==> src/rtl/cellrv32_npu_instruction_dispatcher.sv <==
// NPU instruction dispatcher: pops instructions from the instruction FIFO and issues
// them to the weight-loader, matrix-multiply and activation units under busy/dependency rules.
module cellrv32_npu_instruction_dispatcher #(
    parameter int unsigned INST_WIDTH = 80,
    parameter int unsigned CNT_WIDTH  = 16
) (
    input  logic                  clk_i,
    input  logic                  rstn_i,
    input  logic                  enable_i,
    input  logic [INST_WIDTH-1:0] fifo_inst_i,
    input  logic                  fifo_empty_i,
    output logic                  fifo_nxt_en_o,
    output logic [INST_WIDTH-1:0] inst_o,
    output logic                  wl_en_o,
    output logic                  mm_en_o,
    output logic                  act_en_o,
    input  logic                  wl_busy_i,
    input  logic                  mm_busy_i,
    input  logic                  act_busy_i,
    output logic                  sync_done_o,
    output logic                  busy_o,
    output logic                  err_o,
    output logic [CNT_WIDTH-1:0]  count_o
);

    localparam int unsigned CLS_WIDTH = 3;

    localparam logic [CLS_WIDTH-1:0] CLS_NOP  = 3'b000;
    localparam logic [CLS_WIDTH-1:0] CLS_WL   = 3'b001;
    localparam logic [CLS_WIDTH-1:0] CLS_MM   = 3'b010;
    localparam logic [CLS_WIDTH-1:0] CLS_ACT  = 3'b100;
    localparam logic [CLS_WIDTH-1:0] CLS_SYNC = 3'b111;

    typedef enum logic [1:0] {
        S_FETCH,
        S_DECODE,
        S_ISSUE,
        S_SYNC_WAIT
    } state_t;

    state_t                  state_q;
    state_t                  state_d;
    logic [INST_WIDTH-1:0]   inst_q;
    logic [INST_WIDTH-1:0]   inst_last_q;
    logic [2:0]              pend_q;
    logic [CNT_WIDTH-1:0]    count_q;
    logic                    err_q;

    logic                    pop_c;
    logic                    wl_go_c;
    logic                    mm_go_c;
    logic                    act_go_c;
    logic                    sync_go_c;
    logic                    retire_c;
    logic                    illegal_c;
    logic                    issue_c;
    logic                    wl_free_c;
    logic                    mm_free_c;
    logic                    act_free_c;
    logic [CLS_WIDTH-1:0]    cls_c;

    // Class field is the top three bits of the opcode byte.
    assign cls_c      = inst_q[INST_WIDTH-1 -: CLS_WIDTH];
    assign wl_free_c  = !wl_busy_i  && !pend_q[0];
    assign mm_free_c  = !mm_busy_i  && !pend_q[1];
    assign act_free_c = !act_busy_i && !pend_q[2];
    assign issue_c    = wl_go_c | mm_go_c | act_go_c;

    // Next-state and strobe decode; nothing fires while reset is asserted.
    always_comb begin
        state_d   = state_q;
        pop_c     = 1'b0;
        wl_go_c   = 1'b0;
        mm_go_c   = 1'b0;
        act_go_c  = 1'b0;
        sync_go_c = 1'b0;
        retire_c  = 1'b0;
        illegal_c = 1'b0;
        if (rstn_i) begin
            case (state_q)
                S_FETCH: begin
                    if (enable_i && !fifo_empty_i) begin
                        pop_c   = 1'b1;
                        state_d = S_DECODE;
                    end
                end
                S_DECODE: begin
                    case (cls_c)
                        CLS_NOP: begin
                            retire_c = 1'b1;
                            state_d  = S_FETCH;
                        end
                        CLS_WL, CLS_MM, CLS_ACT: state_d = S_ISSUE;
                        CLS_SYNC: state_d = S_SYNC_WAIT;
                        default: begin
                            illegal_c = 1'b1;
                            state_d   = S_FETCH;
                        end
                    endcase
                end
                S_ISSUE: begin
                    case (cls_c)
                        CLS_WL:  wl_go_c  = wl_free_c;
                        CLS_MM:  mm_go_c  = mm_free_c && wl_free_c;
                        CLS_ACT: act_go_c = act_free_c && mm_free_c;
                        default: state_d  = S_FETCH;
                    endcase
                    if (wl_go_c || mm_go_c || act_go_c) begin
                        retire_c = 1'b1;
                        state_d  = S_FETCH;
                    end
                end
                S_SYNC_WAIT: begin
                    if (wl_free_c && mm_free_c && act_free_c) begin
                        sync_go_c = 1'b1;
                        retire_c  = 1'b1;
                        state_d   = S_FETCH;
                    end
                end
                default: state_d = S_FETCH;
            endcase
        end
    end

    // State, latched instruction, pending guards, counter and error flag.
    always_ff @(posedge clk_i) begin
        if (!rstn_i) begin
            state_q     <= S_FETCH;
            inst_q      <= '0;
            inst_last_q <= '0;
            pend_q      <= '0;
            count_q     <= '0;
            err_q       <= 1'b0;
        end else begin
            state_q <= state_d;
            if (pop_c) begin
                inst_q <= fifo_inst_i;
            end
            if (issue_c) begin
                inst_last_q <= inst_q;
            end
            pend_q <= {act_go_c, mm_go_c, wl_go_c};
            if (retire_c) begin
                count_q <= count_q + CNT_WIDTH'(1);
            end
            if (illegal_c) begin
                err_q <= 1'b1;
            end
        end
    end

    // inst_o shows the issuing instruction in the pulse cycle and holds it afterwards.
    assign inst_o        = issue_c ? inst_q : inst_last_q;
    assign fifo_nxt_en_o = pop_c;
    assign wl_en_o       = wl_go_c;
    assign mm_en_o       = mm_go_c;
    assign act_en_o      = act_go_c;
    assign sync_done_o   = sync_go_c;
    assign err_o         = err_q;
    assign count_o       = count_q;
    assign busy_o        = rstn_i & ((state_q != S_FETCH) | wl_busy_i | mm_busy_i
                                     | act_busy_i | (|pend_q));

endmodule

==> config.mk <==
export PLATFORM = sky130hd
export DESIGN_NAME = cellrv32_npu_instruction_dispatcher
export DESIGN_NICKNAME = d
export VERILOG_FILES = /design/src/rtl/cellrv32_npu_instruction_dispatcher.sv
export SDC_FILE = /design/constraint.sdc
export NUM_CORES = 1
export LEC_CHECK = 0
export BUFFER_PORTS_ARGS = -buffer_cell sky130_fd_sc_hd__buf_2
export CAP_MARGIN = 20
export CORE_MARGIN = 2
export CORE_UTILIZATION = 35
export DETAILED_ROUTE_END_ITERATION = 16
export PLACE_DENSITY = 0.58
export SKIP_CTS_REPAIR_TIMING = 1
export SLEW_MARGIN = 20
export SYNTH_ARGS = -nofsm -noshare
export SYNTH_HDL_FRONTEND = slang
export SYNTH_SLANG_ARGS = --single-unit
==> constraint.sdc <==
create_clock -name clk_i -period 2.96 [get_ports clk_i]
set_input_delay 0.444 -clock clk_i [delete_from_list [all_inputs] [get_ports clk_i]]
set_output_delay 0.444 -clock clk_i [all_outputs]
set_load 0.05 [all_outputs]
# [Word-level counts from Yosys, hierarchy flattened]
# Cells that the tools add are included.
[word_totals] in_bits=87 out_inout_bits=103 ff_bits=182 elab_cells=82
[classes] n_reduce_logical=23 bitwise=7 add_sub_neg=1 n_eq_ne=10 muxes=35
[ops] op="$mux 80" count=1
[ops] op="$mux 1" count=27
[ops] op="$add 16x1->16 const B" count=1
[ops] op="$mux 2" count=4
[ops] op="$pmux 2 s4" count=1
[ops] op="$logic_and 1x1->1" count=7
[ops] op="$logic_not 1->1" count=7
[ops] op="$eq 3x3->1 const B" count=2
[ops] op="$or 1x1->1" count=6
[ops] op="$reduce_or 3->1" count=2
[ops] op="$reduce_or 5->1" count=1
[ops] op="$eq 2x2->1 const B" count=2
[ops] op="$ne 2x2->1 const B" count=2
[ops] op="$pmux 2 s2" count=1
[ops] op="$eq 3x1->1 const B" count=1
[ops] op="$eq 3x2->1 const B" count=1
[ops] op="$logic_not 3->1" count=1
[ops] op="$ne 3x3->1 const B" count=1
[ops] op="$pmux 1 s3" count=1
[ops] op="$reduce_and 3->1" count=1
[ops] op="$eq 2x1->1 const B" count=1
[ops] op="$logic_not 2->1" count=1
[ops] op="$logic_or 1x1->1" count=2
[ops] op="$reduce_bool 2->1" count=1
[ops] op="$and 1x1->1" count=1

# [Longest topological paths before layout]
[depth] word_depth=11 ltp_mapped=8 mapped_depth_nobuf=5

# [Worst setup path after synthesis]
# Ideal clock, no wire load.
[synth_timing] path_kind="register to output" start="register inst_q[77]" end="output port inst_o[12]" required_ns=2.516 arrival_time_ns=2.351 stages_incl_launch_ff=8 path_buffers=3 setup_slack_ns=0.165 cell_sequence="dfxtp_1 buf_2 or4b_1 a21bo_2 buf_4 a21oi_4 buf_4 mux2_1"
[synth_via] elab_chain_cells=9 word_cells_on_any_way=21 classes_between="eq/ne: 3; mux: 16; bitwise: 2"
[synth_lines] element="from (decl)" line_no="43" rtl="logic [INST_WIDTH-1:0] inst_q;"
[synth_lines] element="from (signal assigned)" line_no="137" rtl="inst_q <= fifo_inst_i;"
[synth_lines] element="$eq 3x1->1 or $eq 3x2->1 (tied branches)" line_no="102" rtl="case (cls_c)"
[synth_lines] element="$mux 1" line_no="102"
[synth_lines] element="$mux 1" line_no="80" rtl="case (state_q)"
[synth_lines] element="$mux 1" line_no="79" rtl="if (rstn_i) begin"
[synth_lines] element="$mux 1" line_no="80"
[synth_lines] element="$mux 1" line_no="79"
[synth_lines] element="$or 1x1->1" line_no="67" rtl="assign issue_c = wl_go_c | mm_go_c | act_go_c;"
[synth_lines] element="$or 1x1->1 *" line_no="67"
[synth_lines] element="$mux 80 *"
[synth_lines] element="to (decl)" line_no="13" rtl="output logic [INST_WIDTH-1:0] inst_o,"
# Every way passes the cells marked *; elsewhere a longest branch is shown, timed or not. The select of a mux whose other input is x is not followed.

# [Worst setup path in the final report]
[layout_timing] start="register inst_q[77]" end="output port inst_o[36]"
# The elaborated chain is that of the path after synthesis.

==> qor.csv <==
stage;metric;value;unit
run_status;outcome;finished, violations left;
run_status;failing checks;setup timing;
cells_and_area;Synth-to-Final Area Change;39.6;%
synthesis;asr flop ratio synth;0;
worst_setup_path;Critical Path RT;2.52;ns
detailed_routing;Routed wire per std cell;15.0;um
clock_network;clock root cell;clkbuf_16;
worst_setup_path;CP Capture Type;output port;
synthesis;Yosys top cell area share;0.520;
clock_network;CTS Buf Count;17;
cells_and_area;layout cells sized above 1;0.346;
clock_network;clock-pin slew on the worst setup and hold paths;0.07;ns
floorplanning;# IOs;190;
sta;period utilization;1.02;
sta;Pins Over Slew Limit;0;
sta;minimum clock period;3.02;ns
floorplanning;Die Y-Extent;146;um
cells_and_area;NumNets Final;1032;
floorplanning;Die W;146;um
global_route;Overall Global Routing Usage;0.162;
synthesis;ys flop type;dfxtp_1;
placed_design;post-DP HPWL;11.2;mm
sta;Worst Max-Slew Pin Slew;0.796;ns
detailed_routing;overall routed net length;18.3;mm
hold_path;Hold Crit Class;primary input to flip-flop;
synthesis;syn_area_per_cell;9.27;um2
synthesis;yosys warns;0;
detailed_routing;via count;5659;
global_route;first-pass GRT wire length;27.8;mm
sta;Max Freq;331;MHz
synthesis;synthesized flop and latch total;182;
pwr;static leakage;4.49;nW
clock_network;maximum clock path buffer count;2;
detailed_routing;Avg Vias per Cell;4.63;
synthesis;syn nets;845;
sta;Min Hold Slack;0.203;ns
detailed_routing;DRT Pass-1 Iters;4;
detailed_routing;DRC;0;
cells_and_area;most common cell after layout, fill and taps aside;dfxtp_1;
synthesis;Mapped Area;7010;um2
detailed_routing;Antenna Nets Post-Route;0;
synthesis;Post-synth EDFFs;0;
floorplanning;Core ar.;19600;um2
sta;unrepaired setup endpoints after global routing;yes;
clock_network;CTS tree;done;
pwr;pwr/cell area;516;nW/um2
pwr;Pwr Total;5.05;mW
global_route;initial antenna violation count;1;
sta;Setup WS post-layout;-0.0647;ns
placed_design;pre-CTS WS;0.0280;ns
synthesis;Synth area leader;dfxtp_1;
synthesis;Synth cell types;47;
cells_and_area;Final Util;0.500;
floorplanning;Initial Utilization;0.358;
global_route;vias in the first global route;5395;
cells_and_area;commonest non-fill, non-tap cells in the layout;181 x dfxtp_1, 173 x nand2_1, 126 x buf_2, 90 x nand3_1, 83 x and2_1;
worst_setup_path;Worst Setup Path Type;flip-flop to output port;
floorplanning;die area;21200;um2
clock_network;CTS sink count;182;
sta;Rel. slew slack;0.469;
pwr;maximum VDD drop;383;uV
sta;setup TNS;-2.95;ns
placed_design;gp weighted congestion;0.752;
global_route;gr ovfl total;0;
sta;Layout Skew;0.0129;ns
sta;Setup violations, final;78;
clock_network;worst-skew pair later-pin latency;0.42;ns
sta;Final Hold Fails;0;
floorplanning;# rows;51;
clock_network;H-Tree Depth;4;
global_route;largest net degree at the start of global routing;86;
synthesis;Synth Instances;756;
worst_setup_path;Worst EP arrival;2.58;ns
run;max_cap viols;0;
synthesis;synth top area cells;dfxtp_1 52%, mux2_2 10%, nand2_1 9.3%, and2_1 7.4%, nand3_1 6.5%;
detailed_routing;drt initial violations;228;
worst_setup_path;CP max FO;7;
worst_setup_path;Startpoint Class;flip-flop;
synthesis;fraction of the yosys area taken by sequential cells;0.520;
placed_design;port bufs;189;
==> report_power, final <==
group,total (mW),internal (mW),switching [mW]
Combinational,0.240,0.0950,0.145
Clock,2.27,1.20,1.06
Sequential,2.54,2.51,0.0347
==> cell usage after synthesis (2+ instances only) <==
master and instances:
a2111oi_0 4, a211o_1 2, a21oi_1 11, a31oi_1 2, and2_1 83, buf_1 9, buf_2 2, buf_4 9
clkbuf_1 30, dfxtp_1 182, inv_1 4, mux2_1 14, mux2_2 65, nand2_1 173, nand2b_1 6, nand3_1 91
nand3b_1 2, nand4_1 2, nor2_1 22, nor3_1 2, o2111ai_1 2, o21ai_0 6, or3_1 4, xnor2_1 6
==> critical path, stage by stage (launching register included) <==
cell,delay (ns)
dfxtp_2,0.32
or4b_4,0.52
a21bo_4,0.24
a21oi_4,0.14
buf_12,0.14
clkbuf_16,0.16
clkbuf_16,0.16
mux2_4,0.32
buf_8,0.15
==> flip-flops by register name, summed over array words and instances (netlist names) <==
register     flops
count_o         16
inst_last_q     80
state_q          2
pend_q           3
err_o            1
inst_q          80
==> cell families after synthesis <==
| logic type | count (synthesis) | share of synthesized area |
|---|---|---|
| flip-flops | 182 | 0.520 |
| multiplexers | 80 | 0.128 |
| buffers and inverters | 56 | 0.0352 |
| AO/OA/AOI/OAI | 37 | 0.0375 |
| adder cells (fa/ha/maj) | 2 | 0.00464 |
| AND/OR/NAND/NOR | 392 | 0.266 |
| XOR/XNOR | 7 | 0.00874 |
==> layout make-up <==
cell class / count / area, um2
clock buffers: 17 / 425
diodes: 1 / 2.50
repair buffers: 218 / 1870
well taps: 265 / 332
inverters: 6 / 22.5
fillers: 1864 / 9800
multi-input cells: 518 / 3330
clock inverters: 15 / 163
flip-flops and latches: 182 / 3640
==> path summary, 6_finish.rpt <==
path                                 to                    start  depth (start not counted)  slack (ns)
max                          inst_o[36]  inst_q[77]$_SDFFE_PN0P_                          8       -0.06
max reg2reg  inst_last_q[34]$_SDFF_PN0_  inst_q[77]$_SDFFE_PN0P_                          8        0.69
min             inst_q[75]$_SDFFE_PN0P_          fifo_inst_i[75]                          3        0.20
min reg2reg     inst_q[15]$_SDFFE_PN0P_  inst_q[15]$_SDFFE_PN0P_                          2        0.45
==> per-layer routing <==
metal  global-route usage  vias up  wire length [um]
li1                     -     2878                 -
met1                0.211     2638              8780
met2                0.253      126              8270
met3               0.0592       15              1010
met4               0.0461        2               235
met5                    0        -                16
==> through the flow <==
stage	instances	instance area (um2)
finish	1222	9790
global placement	1182	8320
detailed placement	1182	8320
CTS	1214	8910
floorplan	756	7010
global route	1221	9790
Power figures use the tool's default switching activity.
